$ cat config.mk
export PLATFORM = sky130hd
export DESIGN_NAME = asteroid_object
export DESIGN_NICKNAME = d
export VERILOG_FILES = /design/src/rtl/asteroids_pkg.sv /design/src/rtl/lfsr16.sv /design/src/rtl/asteroid_object.sv
export SDC_FILE = /design/constraint.sdc
export NUM_CORES = 1
export LEC_CHECK = 0
export CAP_MARGIN = 10
export CORE_MARGIN = 8
export CORE_UTILIZATION = 58
export DETAILED_ROUTE_END_ITERATION = 12
export HOLD_SLACK_MARGIN = 0.06
export PLACE_DENSITY_LB_ADDON = 0.1
export SYNTH_ARGS = -nofsm -noshare
export SYNTH_HDL_FRONTEND = slang
export SYNTH_HIERARCHICAL = 1
export SYNTH_SLANG_ARGS = --single-unit
export TNS_END_PERCENT = 30
$ cat constraint.sdc
create_clock -name clk_60hz -period 4.63 [get_ports clk_60hz]
set_clock_uncertainty 0.15 [all_clocks]
set_input_delay 0.6945 -clock clk_60hz [delete_from_list [all_inputs] [get_ports clk_60hz]]
set_output_delay 0.6945 -clock clk_60hz [all_outputs]
set_load 0.05 [all_outputs]
$ cat src/rtl/asteroids_pkg.sv
// Shared constants for the asteroids game: screen geometry, object FSM encoding and LFSR polynomial.
package asteroids_pkg;

  localparam int SCREEN_W = 640;
  localparam int SCREEN_H = 480;

  typedef enum logic [1:0] {
    ST_DEAD  = 2'd0,
    ST_SPAWN = 2'd1,
    ST_ALIVE = 2'd2
  } obj_state_t;

  localparam int          LFSR_W    = 16;
  // Right-shifting Galois form of x^16+x^14+x^13+x^11+1
  localparam logic [15:0] LFSR_TAPS = 16'hB400;

  function automatic logic [LFSR_W-1:0] lfsr_next(input logic [LFSR_W-1:0] cur);
    lfsr_next = (cur >> 1) ^ (cur[0] ? LFSR_TAPS : 16'h0000);
  endfunction

endpackage

$ cat src/rtl/lfsr16.sv
// Free-running 16-bit Galois LFSR, reloaded with SEED on reset; shared by rock, bullet and ship spawn logic.
module lfsr16
  import asteroids_pkg::*;
#(
  parameter logic [15:0] SEED = 16'hACE1
) (
  input  logic        clk,
  input  logic        rst,
  output logic [15:0] q
);

  // Advance one step on every clock edge
  always_ff @(posedge clk or posedge rst) begin
    if (rst) begin
      q <= SEED;
    end else begin
      q <= lfsr_next(q);
    end
  end

endmodule

$ cat src/rtl/asteroid_object.sv
// One rock: LFSR-driven spawn from a screen edge, wrapping motion on the frame tick, sprite pixel compare.
// Build option: ASTEROID_ROUND_MASK_EN draws the sprite as a disc instead of a square.
module asteroid_object
  import asteroids_pkg::*;
#(
  parameter int          ROCK_SIZE     = 16,
  parameter logic [15:0] SEED          = 16'hACE1,
  parameter int          RESPAWN_DELAY = 30,
  parameter int          VEL_MAX       = 3
) (
  input  logic       clk_60hz,
  input  logic       reset_game,
  input  logic       obj_reset,
  input  logic       enable,
  input  logic [9:0] px,
  input  logic [9:0] py,
  output logic       pixel,
  output logic       active,
  output logic [9:0] pos_x,
  output logic [9:0] pos_y
);

  localparam int DW = $clog2(RESPAWN_DELAY + 1);
  localparam logic signed [2:0] VMAX = 3'(VEL_MAX);

  obj_state_t        state_r;
  logic [DW-1:0]     delay_cnt_r;
  logic signed [2:0] vx_r, vy_r;
  logic [15:0]       lfsr_s;
  logic [9:0]        rx_s, ry_s, spawn_x_s, spawn_y_s;
  logic signed [2:0] spawn_vx_s, spawn_vy_s;
  logic [9:0]        dx_s, dy_s;
  logic              in_box_s, round_ok_s;

  lfsr16 #(.SEED(SEED)) u_lfsr (
    .clk (clk_60hz),
    .rst (reset_game),
    .q   (lfsr_s)
  );

  function automatic logic signed [2:0] clamp_vel(input logic signed [2:0] v);
    if (v > VMAX) begin
      clamp_vel = VMAX;
    end else if (v < -VMAX) begin
      clamp_vel = -VMAX;
    end else begin
      clamp_vel = v;
    end
  endfunction

  // Signed 11-bit step that folds back onto 0..lim-1
  function automatic logic [9:0] wrap_add(input logic [9:0] p, input logic signed [2:0] v,
                                          input logic [9:0] lim);
    logic signed [10:0] sum;
    sum = $signed({1'b0, p}) + $signed({{8{v[2]}}, v});
    if (sum < 11'sd0) begin
      sum = sum + $signed({1'b0, lim});
    end else if (sum >= $signed({1'b0, lim})) begin
      sum = sum - $signed({1'b0, lim});
    end else begin
      sum = sum;
    end
    wrap_add = sum[9:0];
  endfunction

  // Spawn position and velocity decoded from the current LFSR value
  always_comb begin
    rx_s = (lfsr_s[15:6] >= 10'(SCREEN_W)) ? lfsr_s[15:6] - 10'(SCREEN_W) : lfsr_s[15:6];
    ry_s = ({1'b0, lfsr_s[12:4]} >= 10'(SCREEN_H)) ? {1'b0, lfsr_s[12:4]} - 10'(SCREEN_H)
                                                    : {1'b0, lfsr_s[12:4]};
    case (lfsr_s[1:0])
      2'd0:    begin spawn_x_s = rx_s;                 spawn_y_s = 10'd0;                 end
      2'd1:    begin spawn_x_s = rx_s;                 spawn_y_s = 10'(SCREEN_H - 1);     end
      2'd2:    begin spawn_x_s = 10'd0;                spawn_y_s = ry_s;                  end
      default: begin spawn_x_s = 10'(SCREEN_W - 1);    spawn_y_s = ry_s;                  end
    endcase
    spawn_vx_s = clamp_vel($signed(lfsr_s[4:2]));
    if (spawn_vx_s == 3'sd0) begin
      spawn_vx_s = 3'sd1;
    end else begin
      spawn_vx_s = spawn_vx_s;
    end
    spawn_vy_s = clamp_vel($signed(lfsr_s[7:5]));
  end

  // Object FSM with position/velocity registers; active tracks ALIVE
  always_ff @(posedge clk_60hz or posedge reset_game) begin
    if (reset_game) begin
      state_r     <= ST_DEAD;
      delay_cnt_r <= DW'(RESPAWN_DELAY);
      pos_x       <= 10'd0;
      pos_y       <= 10'd0;
      vx_r        <= 3'sd0;
      vy_r        <= 3'sd0;
      active      <= 1'b0;
    end else begin
      case (state_r)
        ST_DEAD: begin
          if (enable) begin
            if (delay_cnt_r == DW'(0)) begin
              state_r <= ST_SPAWN;
            end else begin
              delay_cnt_r <= delay_cnt_r - DW'(1);
            end
          end
        end
        ST_SPAWN: begin
          pos_x   <= spawn_x_s;
          pos_y   <= spawn_y_s;
          vx_r    <= spawn_vx_s;
          vy_r    <= spawn_vy_s;
          state_r <= ST_ALIVE;
          active  <= 1'b1;
        end
        ST_ALIVE: begin
          // A hit outranks motion in the same tick
          if (obj_reset) begin
            state_r     <= ST_DEAD;
            delay_cnt_r <= DW'(RESPAWN_DELAY);
            active      <= 1'b0;
          end else if (enable) begin
            pos_x <= wrap_add(pos_x, vx_r, 10'(SCREEN_W));
            pos_y <= wrap_add(pos_y, vy_r, 10'(SCREEN_H));
          end
        end
        default: begin
          state_r <= ST_DEAD;
          active  <= 1'b0;
        end
      endcase
    end
  end

  // Beam-in-sprite test; unsigned differences clip the sprite at right/bottom edges
  always_comb begin
    dx_s     = px - pos_x;
    dy_s     = py - pos_y;
    in_box_s = active && (dx_s < 10'(ROCK_SIZE)) && (dy_s < 10'(ROCK_SIZE));
  end

`ifdef ASTEROID_ROUND_MASK_EN
  localparam int R = ROCK_SIZE / 2;
  logic signed [23:0] ox_s, oy_s;

  // Disc mask around the box centre
  always_comb begin
    ox_s       = $signed({14'd0, dx_s}) - 24'sd0 - 24'(R);
    oy_s       = $signed({14'd0, dy_s}) - 24'(R);
    round_ok_s = (ox_s * ox_s + oy_s * oy_s) <= 24'(R * R);
  end
`else
  assign round_ok_s = 1'b1;
`endif

  assign pixel = in_box_s && round_ok_s;

endmodule

==> reports/metrics.yaml, run 1 <==
first_iter_violations: 221
crit_slowest_cell: "a2111oi_2"
post-route-drc-count: 0
vias: 3928
synth_top_area_cell: "dfrtp_1"
avgRoutedWirePerCell_um: 16.71
muxShareOfSynthArea_pct: 2.102
ir_drop_v: 0.0002460
cts_num_sinks: 50
rsz0062_at_grt: "false"
status: "finished clean"
dp_hpwl_mm: 8.261
maxCapViolCount: 0
end_kind: "output pin"
instances_no_fill: 641
ys_async_sr_fraction_pct: 100.0
grt_max_degree: 35
chipHeight_um: 103.1
path_class: "primary input to output pin"
place_congestion: 0.9172
worstPathArrival_ps: 3490
num_rows: 31
final_common_cell: "ha_1"
synth_top_family_by_area: "compound AO/OA/AOI/OAI gates"
p_per_area_mw_per_mm2: 527.1
fmax_mhz: 231.0
layout-drive-gt1-share_pct: 9.041
viasPerCell: 6.128
area_growth_pct: 14.43
synth-edff-count: 0
numPortBuffers: 45
worst_hold_slack_ps: 242.9
start_kind: "primary input"
core_mm2: 0.007292
syn_area_mm2: 0.004404
cts_resized: 0
clock_latency_ps: 310
antenna_found_initial: 0
cts_buffer_depth: 2
synth_xor_area_share_pct: 6.534
grtUsageMet2_pct: 34.54
hp-class: "flip-flop to flip-flop"
finalMaxSlewViolations: 0
ys_warn_count: 6
power_leakage_nw: 2.291
synth-simple-area-share_pct: 19.77
placedCellCount: 633
busiest_layer: "met2"
hold_viol_final: 0
syn_inst: 499
worstPathMaxFanout: 5
cts_setup_buffers: 0
cts_root_buffer: "clkbuf_8"
grt_pass1_wl_mm: 17.80
final_nets: 616
fin_crit_ps: 4330
grt_use_met3_pct: 2.431
fin_ws_ps: 300.4
syn_area_per_cell_um2: 8.826
num_io_pins: 46
cts_hold_buf: 0
cts_buffers: 5
synth_ff_type: "dfrtp_1"
setup_viol: 0
firstDrtPassIters: 5
synth_seq_cells: 50
synth_fa_ha_area_share_pct: 14.83
synth.net_count: 574
diodes: 0
start_util_pct: 60.40
crit_chain: "clkdlybuf4s50_1 > ha_1 > and3_1 > a21oi_1 > clkinv_1 > a211o_2 > a21o_1 > a2111oi_4 > nor2_2 > a2111oi_2 > buf_12"
dieArea_mm2: 0.01064
netlist.area_leader.share_pct: 21.59
worst_pin_slew_ps: 873.1
grt_overflow: 0
cts.clk_slew.worst_paths_ps: 100
netlist_top_cells_area: "dfrtp_1 (22%), ha_1 (14%), dfstp_2 (7.2%), a21oi_1 (4.2%), nor2_1 (3.8%)"
fin_crit_sh_pct: 93.51
die_w_um: 103.1
grt_pass1_vias: 3799
max_stage_delay_ps: 460
met1_usage_pct: 28.15
synth_cell_type_count: 76
htreeDepth: 2
wirelength_mm: 10.71
required_ps: 3790
final_antenna_net_count: 0
synth_seq_area_share_pct: 28.75
cts_tree: "done"
final_cell_mix: "ha_1 (49), nor2_1 (44), clkdlybuf4s50_1 (44), nand2_1 (39), dfrtp_1 (38)"
pre_cts_ws_ps: 298.9
synth_compound_gate_area_share_pct: 23.12
maxSlewHeadroom_pct: 41.65
fin_setup_tns_ps: 0
grt_usage_pct: 20.97
registers in the layout, summed over array words and instances (netlist names):
name and count:
u_lfsr/q 16, vx_r 3, pos_x 10, pos_y 10, active 1, state_r 2, vy_r 3, delay_cnt_r 5
layer usage:
layer	part of all wire, %	routed length, µm	vias up
met1	47	5002	1876
met5	0	0	-
met3	5.9	637	11
met4	1.2	128	0
met2	46	4942	131
li1	-	-	1910
cells in the mapped netlist, types with 4 or more instances:
library cell	number
ha_1	49
nor2_1	44
nand2_1	39
dfrtp_1	38
a21oi_1	37
inv_1	34
nor3_1	19
o21ai_0	18
nand3_1	16
a31oi_1	15
xor2_1	13
dfstp_2	12
a21o_1	11
and3_1	8
nor3b_1	8
xnor2_1	8
mux2i_1	7
nand2b_1	7
clkbuf_1	6
nor2b_1	6
nor4_1	6
and2_1	5
nand4_1	5
o21a_1	5
a211oi_1	4
buf_6	4
o21bai_1	4
area by class of cell:
type | instances | area, µm²
clock buffers | 5 | 68.82
fillers | 606 | 2252
repair buffers | 47 | 475.5
inverters | 36 | 135.1
multi-input cells | 401 | 2923
flip-flops and latches | 50 | 1266
well taps | 99 | 123.9
clock inverters | 3 | 47.55
path summary, 6_finish.rpt:
path                              from              to  slack, ps  depth (start not counted)
setup reg to reg               vx_r[2]        pos_x[7]        840                         12
min in group asynchronous   reset_game     u_lfsr/q[8]        630                          2
setup / recovery                 px[5]           pixel        300                         11
max in group asynchronous   reset_game  delay_cnt_r[1]       3300                          3
hold / removal             u_lfsr/q[7]     u_lfsr/q[6]        240                          0
hold reg to reg            u_lfsr/q[7]     u_lfsr/q[6]        240                          0
per-stage QoR:
stage	total power, mW	utilization, %	area, µm²
4_1_cts	2.660	69.11	5040
3_5_place_dp	2.333	67.52	4923
5_1_grt	2.857	69.11	5040
6_report	2.657	69.11	5040
3_3_place_gp	2.289	67.52	4923
2_1_floorplan	1.909	-	4404
worst max-delay path, delay by kind of cell:
kind	cells	cell delay (ps)
AO/OA/AOI/OAI	5	1500
buffers and inverters	3	670
adder cells (fa/ha/maj)	1	360
AND/OR/NAND/NOR	2	260
cells by family after synthesis:
kind of cell	count (synthesis)
simple gates	176
compound gates	139
fa+ha+maj	51
flops	50
buf+inv	48
xor+xnor	26
mux	9
report_power, final:
group / internal, mW / total [mW] / switching [mW]
logic: 0.630 / 1.64 / 1.02
registers: 0.554 / 0.691 / 0.137
clock network: 0.165 / 0.321 / 0.156
(Power assumes the default switching activity.)
==> run 2: changes to the inputs <==
Settings changed: CTS_CLUSTER_SIZE from default to 25.
==> results of run 2 <==
Final layout, timing and power as in run 1 (identical DEF).
==> run 3: changes to the inputs <==
Settings changed: ABC_AREA from default to 1, CORE_UTILIZATION 58 to 59, GPL_TIMING_DRIVEN from default to 0.
==> reports/metrics.yaml, run 3 <==
status: "finished clean"  # unchanged
crit_chain: "clkdlybuf4s50_1 > ha_1 > a21oi_1 > o21a_1 > nand2_1 > a21o_1 > nand2_1 > nand2_1 > xnor2_1 > nand4_1 > nor2_1 > clkdlybuf4s50_1"  # was clkdlybuf4s50_1 > ha_1 > and3_1 > a21oi_1 > clkinv_1 > a211o_2 > a21o_1 > a2111oi_4 > nor2_2 > a2111oi_2 > buf_12
firstDrtPassIters: 5  # unchanged
path_buf_inv: 2  # was 3
finalMaxSlewViolations: 0  # unchanged
end_kind: "output pin"  # unchanged
worst_pin_slew_ps: 626.3  # was 873.1 ps
synth_compound_gate_area_share_pct: 10.78  # was 23.12%
maxSlewHeadroom_pct: 58.20  # was 41.65%
instances_no_fill: 811  # was 641
start_util_pct: 60.09  # was 60.40%
first_iter_violations: 324  # was 221
ir_drop_v: 0.0003132  # was 0.0002460 V
grt_pass1_wl_mm: 19.38  # was 17.80 mm
worstPathMaxFanout: 4  # was 5
ys_warn_count: 6  # unchanged
cts_tree: "done"  # unchanged
fmax_mhz: 232.9  # was 231.0 MHz
netlist.area_leader.share_pct: 20.69  # was 21.59%
netlist_top_cells_area: "dfrtp_1 (21%), nand2_1 (15%), ha_1 (13%), inv_1 (8.6%), dfstp_2 (6.9%)"  # was dfrtp_1 (22%), ha_1 (14%), dfstp_2 (7.2%), a21oi_1 (4.2%), nor2_1 (3.8%)
synth-edff-count: 0  # unchanged
rsz0062_at_grt: "false"  # unchanged
cts_root_buffer: "clkbuf_8"  # unchanged
grt_usage_pct: 21.12  # was 20.97%
cts_num_sinks: 50  # unchanged
antenna_found_initial: 0  # unchanged
synth.net_count: 730  # was 574
maxCapViolCount: 0  # unchanged
crit_slowest_cell: "clkdlybuf4s50_1"  # was a2111oi_2
synth_xor_area_share_pct: 2.859  # was 6.534%
area_growth_pct: 15.25  # was 14.43%
numPortBuffers: 45  # unchanged
hold_viol_final: 0  # unchanged
worst_hold_slack_ps: 251.9  # was 242.9 ps
muxShareOfSynthArea_pct: 0  # was 2.102%
final_nets: 783  # was 616
cts_resized: 0  # unchanged
grt_overflow: 0  # unchanged
htreeDepth: 2  # unchanged
synth_seq_area_share_pct: 27.55  # was 28.75%
post-route-drc-count: 0  # unchanged
cts.clk_slew.worst_paths_ps: 90  # was 100 ps
grt_max_degree: 23  # was 35
syn_inst: 655  # was 499
reg.largest.list: "u_lfsr/q x16, pos_x x10, pos_y x10"  # unchanged
synth-simple-area-share_pct: 34.58  # was 19.77%
num_rows: 32  # was 31
final_common_cell: "nand2_1"  # was ha_1
syn_area_per_cell_um2: 7.016  # was 8.826 µm²
dp_hpwl_mm: 9.358  # was 8.261 mm
cts_hold_buf: 0  # unchanged
largest_reg_flops: 16  # unchanged
fin_crit_sh_pct: 92.72  # was 93.51%
path_delay_family: "buffers and inverters"  # was compound AO/OA/AOI/OAI gates
vias: 4411  # was 3928
synthMostInstantiatedCell: "nand2_1"  # was ha_1
num_io_pins: 46  # unchanged
syn_area_mm2: 0.004596  # was 0.004404 mm²
place_congestion: 0.8638  # was 0.9172
required_ps: 3790  # about the same
final_cell_mix: "nand2_1 (178), inv_1 (105), ha_1 (49), clkdlybuf4s50_1 (45), nand3_1 (44)"  # was ha_1 (49), nor2_1 (44), clkdlybuf4s50_1 (44), nand2_1 (39), dfrtp_1 (38)
synth_ff_type: "dfrtp_1"  # unchanged
largest-register: "u_lfsr/q"  # unchanged
synth_cell_type_count: 43  # was 76
chipHeight_um: 104.3  # was 103.1 µm
wirelength_mm: 11.55  # was 10.71 mm
dieArea_mm2: 0.01087  # was 0.01064 mm²
cts_setup_buffers: 0  # unchanged
max_stage_delay_ps: 800  # was 460 ps
final_antenna_net_count: 0  # unchanged
power_leakage_nw: 2.724  # was 2.291 nW
placedCellCount: 803  # was 633
cts_buffer_depth: 2  # unchanged
diodes: 0  # unchanged
hp-class: "flip-flop to flip-flop"  # unchanged
clock_latency_ps: 310  # about the same
synth_top_family_by_area: "simple AND/OR/NAND/NOR gates"  # was compound AO/OA/AOI/OAI gates
start_kind: "primary input"  # unchanged
grt_pass1_vias: 4195  # was 3799
worstPathArrival_ps: 3450  # was 3490 ps
setup_viol: 0  # unchanged
fin_crit_ps: 4293  # was 4330 ps
core_mm2: 0.007647  # was 0.007292 mm²
synth_seq_cells: 50  # unchanged
yosys-top-cells-count: "nand2_1 (178), inv_1 (105), ha_1 (49)"  # was ha_1 (49), nor2_1 (44), nand2_1 (39)
layout-drive-gt1-share_pct: 10.86  # was 9.041%
ys_async_sr_fraction_pct: 100.0  # unchanged
path_common_cell: "nand2_1"
die_w_um: 104.3  # was 103.1 µm
synth_fa_ha_area_share_pct: 14.21  # was 14.83%
p_per_area_mw_per_mm2: 551.3  # was 527.1 mW/mm²
path_class: "primary input to output pin"  # unchanged
fin_setup_tns_ps: 0  # unchanged
cts_buffers: 5  # unchanged
synth_top_area_cell: "dfrtp_1"  # unchanged
avgRoutedWirePerCell_um: 14.24  # was 16.71 µm
viasPerCell: 5.439  # was 6.128
==> run 3: cell count changes after synthesis, sizes merged, moves of 7 or more <==
cell,change
inv,+79
a31oi,-12
nor3b,-7
nand2,+162
and3,-8
mux2i,-7
nand4,+8
nor3,-10
nand3b,+8
nand3,+36
a21o,-11
o21ai,-7
nand2b,-7
==> run 3: cell families after synthesis <==
group,after synthesis
flip-flops,50
adder cells (fa/ha/maj),51
buffers and inverters,120
AND/OR/NAND/NOR,341
AO/OA/AOI/OAI,78
XOR/XNOR,15
==> run 3: cell type report <==
type / count / area, µm²
clock inverter: 2 / 12.51
clock buffer: 6 / 82.58
timing repair buffer: 46 / 478.0
multi-input combinational: 485 / 2869
inverter: 115 / 431.7
sequential: 50 / 1266
tap: 102 / 127.6
fill: 673 / 2351
buffer: 5 / 28.78
==> run 3: final timing paths <==
kind	slack, ps	depth (start not counted)	endpoint	start
max	340	12	pixel	py[3]
min	250	0	u_lfsr/q[0]	u_lfsr/q[1]
max reg2reg	1810	14	pos_y[5]	pos_y[0]
min reg2reg	250	0	u_lfsr/q[0]	u_lfsr/q[1]
max in group asynchronous	3080	3	delay_cnt_r[3]	reset_game
min in group asynchronous	640	2	u_lfsr/q[4]	reset_game
==> run 3: per-stage QoR <==
step	worst slack (ps)	area (µm²)	util (%)	power, mW
floorplan	1174	4596	-	2.117
global placement	376.8	5174	67.65	2.578
detailed placement	343.7	5201	68.01	2.637
CTS	325.0	5296	69.26	2.914
global route	141.3	5296	69.26	3.154
finish	336.9	5296	69.26	2.920
==> run 3: power by group <==
group | switching (mW) | internal, mW
clock network | 0.152 | 0.120
logic | 1.24 | 0.693
registers | 0.145 | 0.568
total | 1.54 | 1.38
==> run 3: per-layer routing <==
metal	vias up	GRT usage, %	wire length, µm
li1	2223	-	-
met1	2058	28.24	5416
met2	119	34.46	5291
met3	11	4.461	712
met4	0	3.930	127
met5	-	0	0
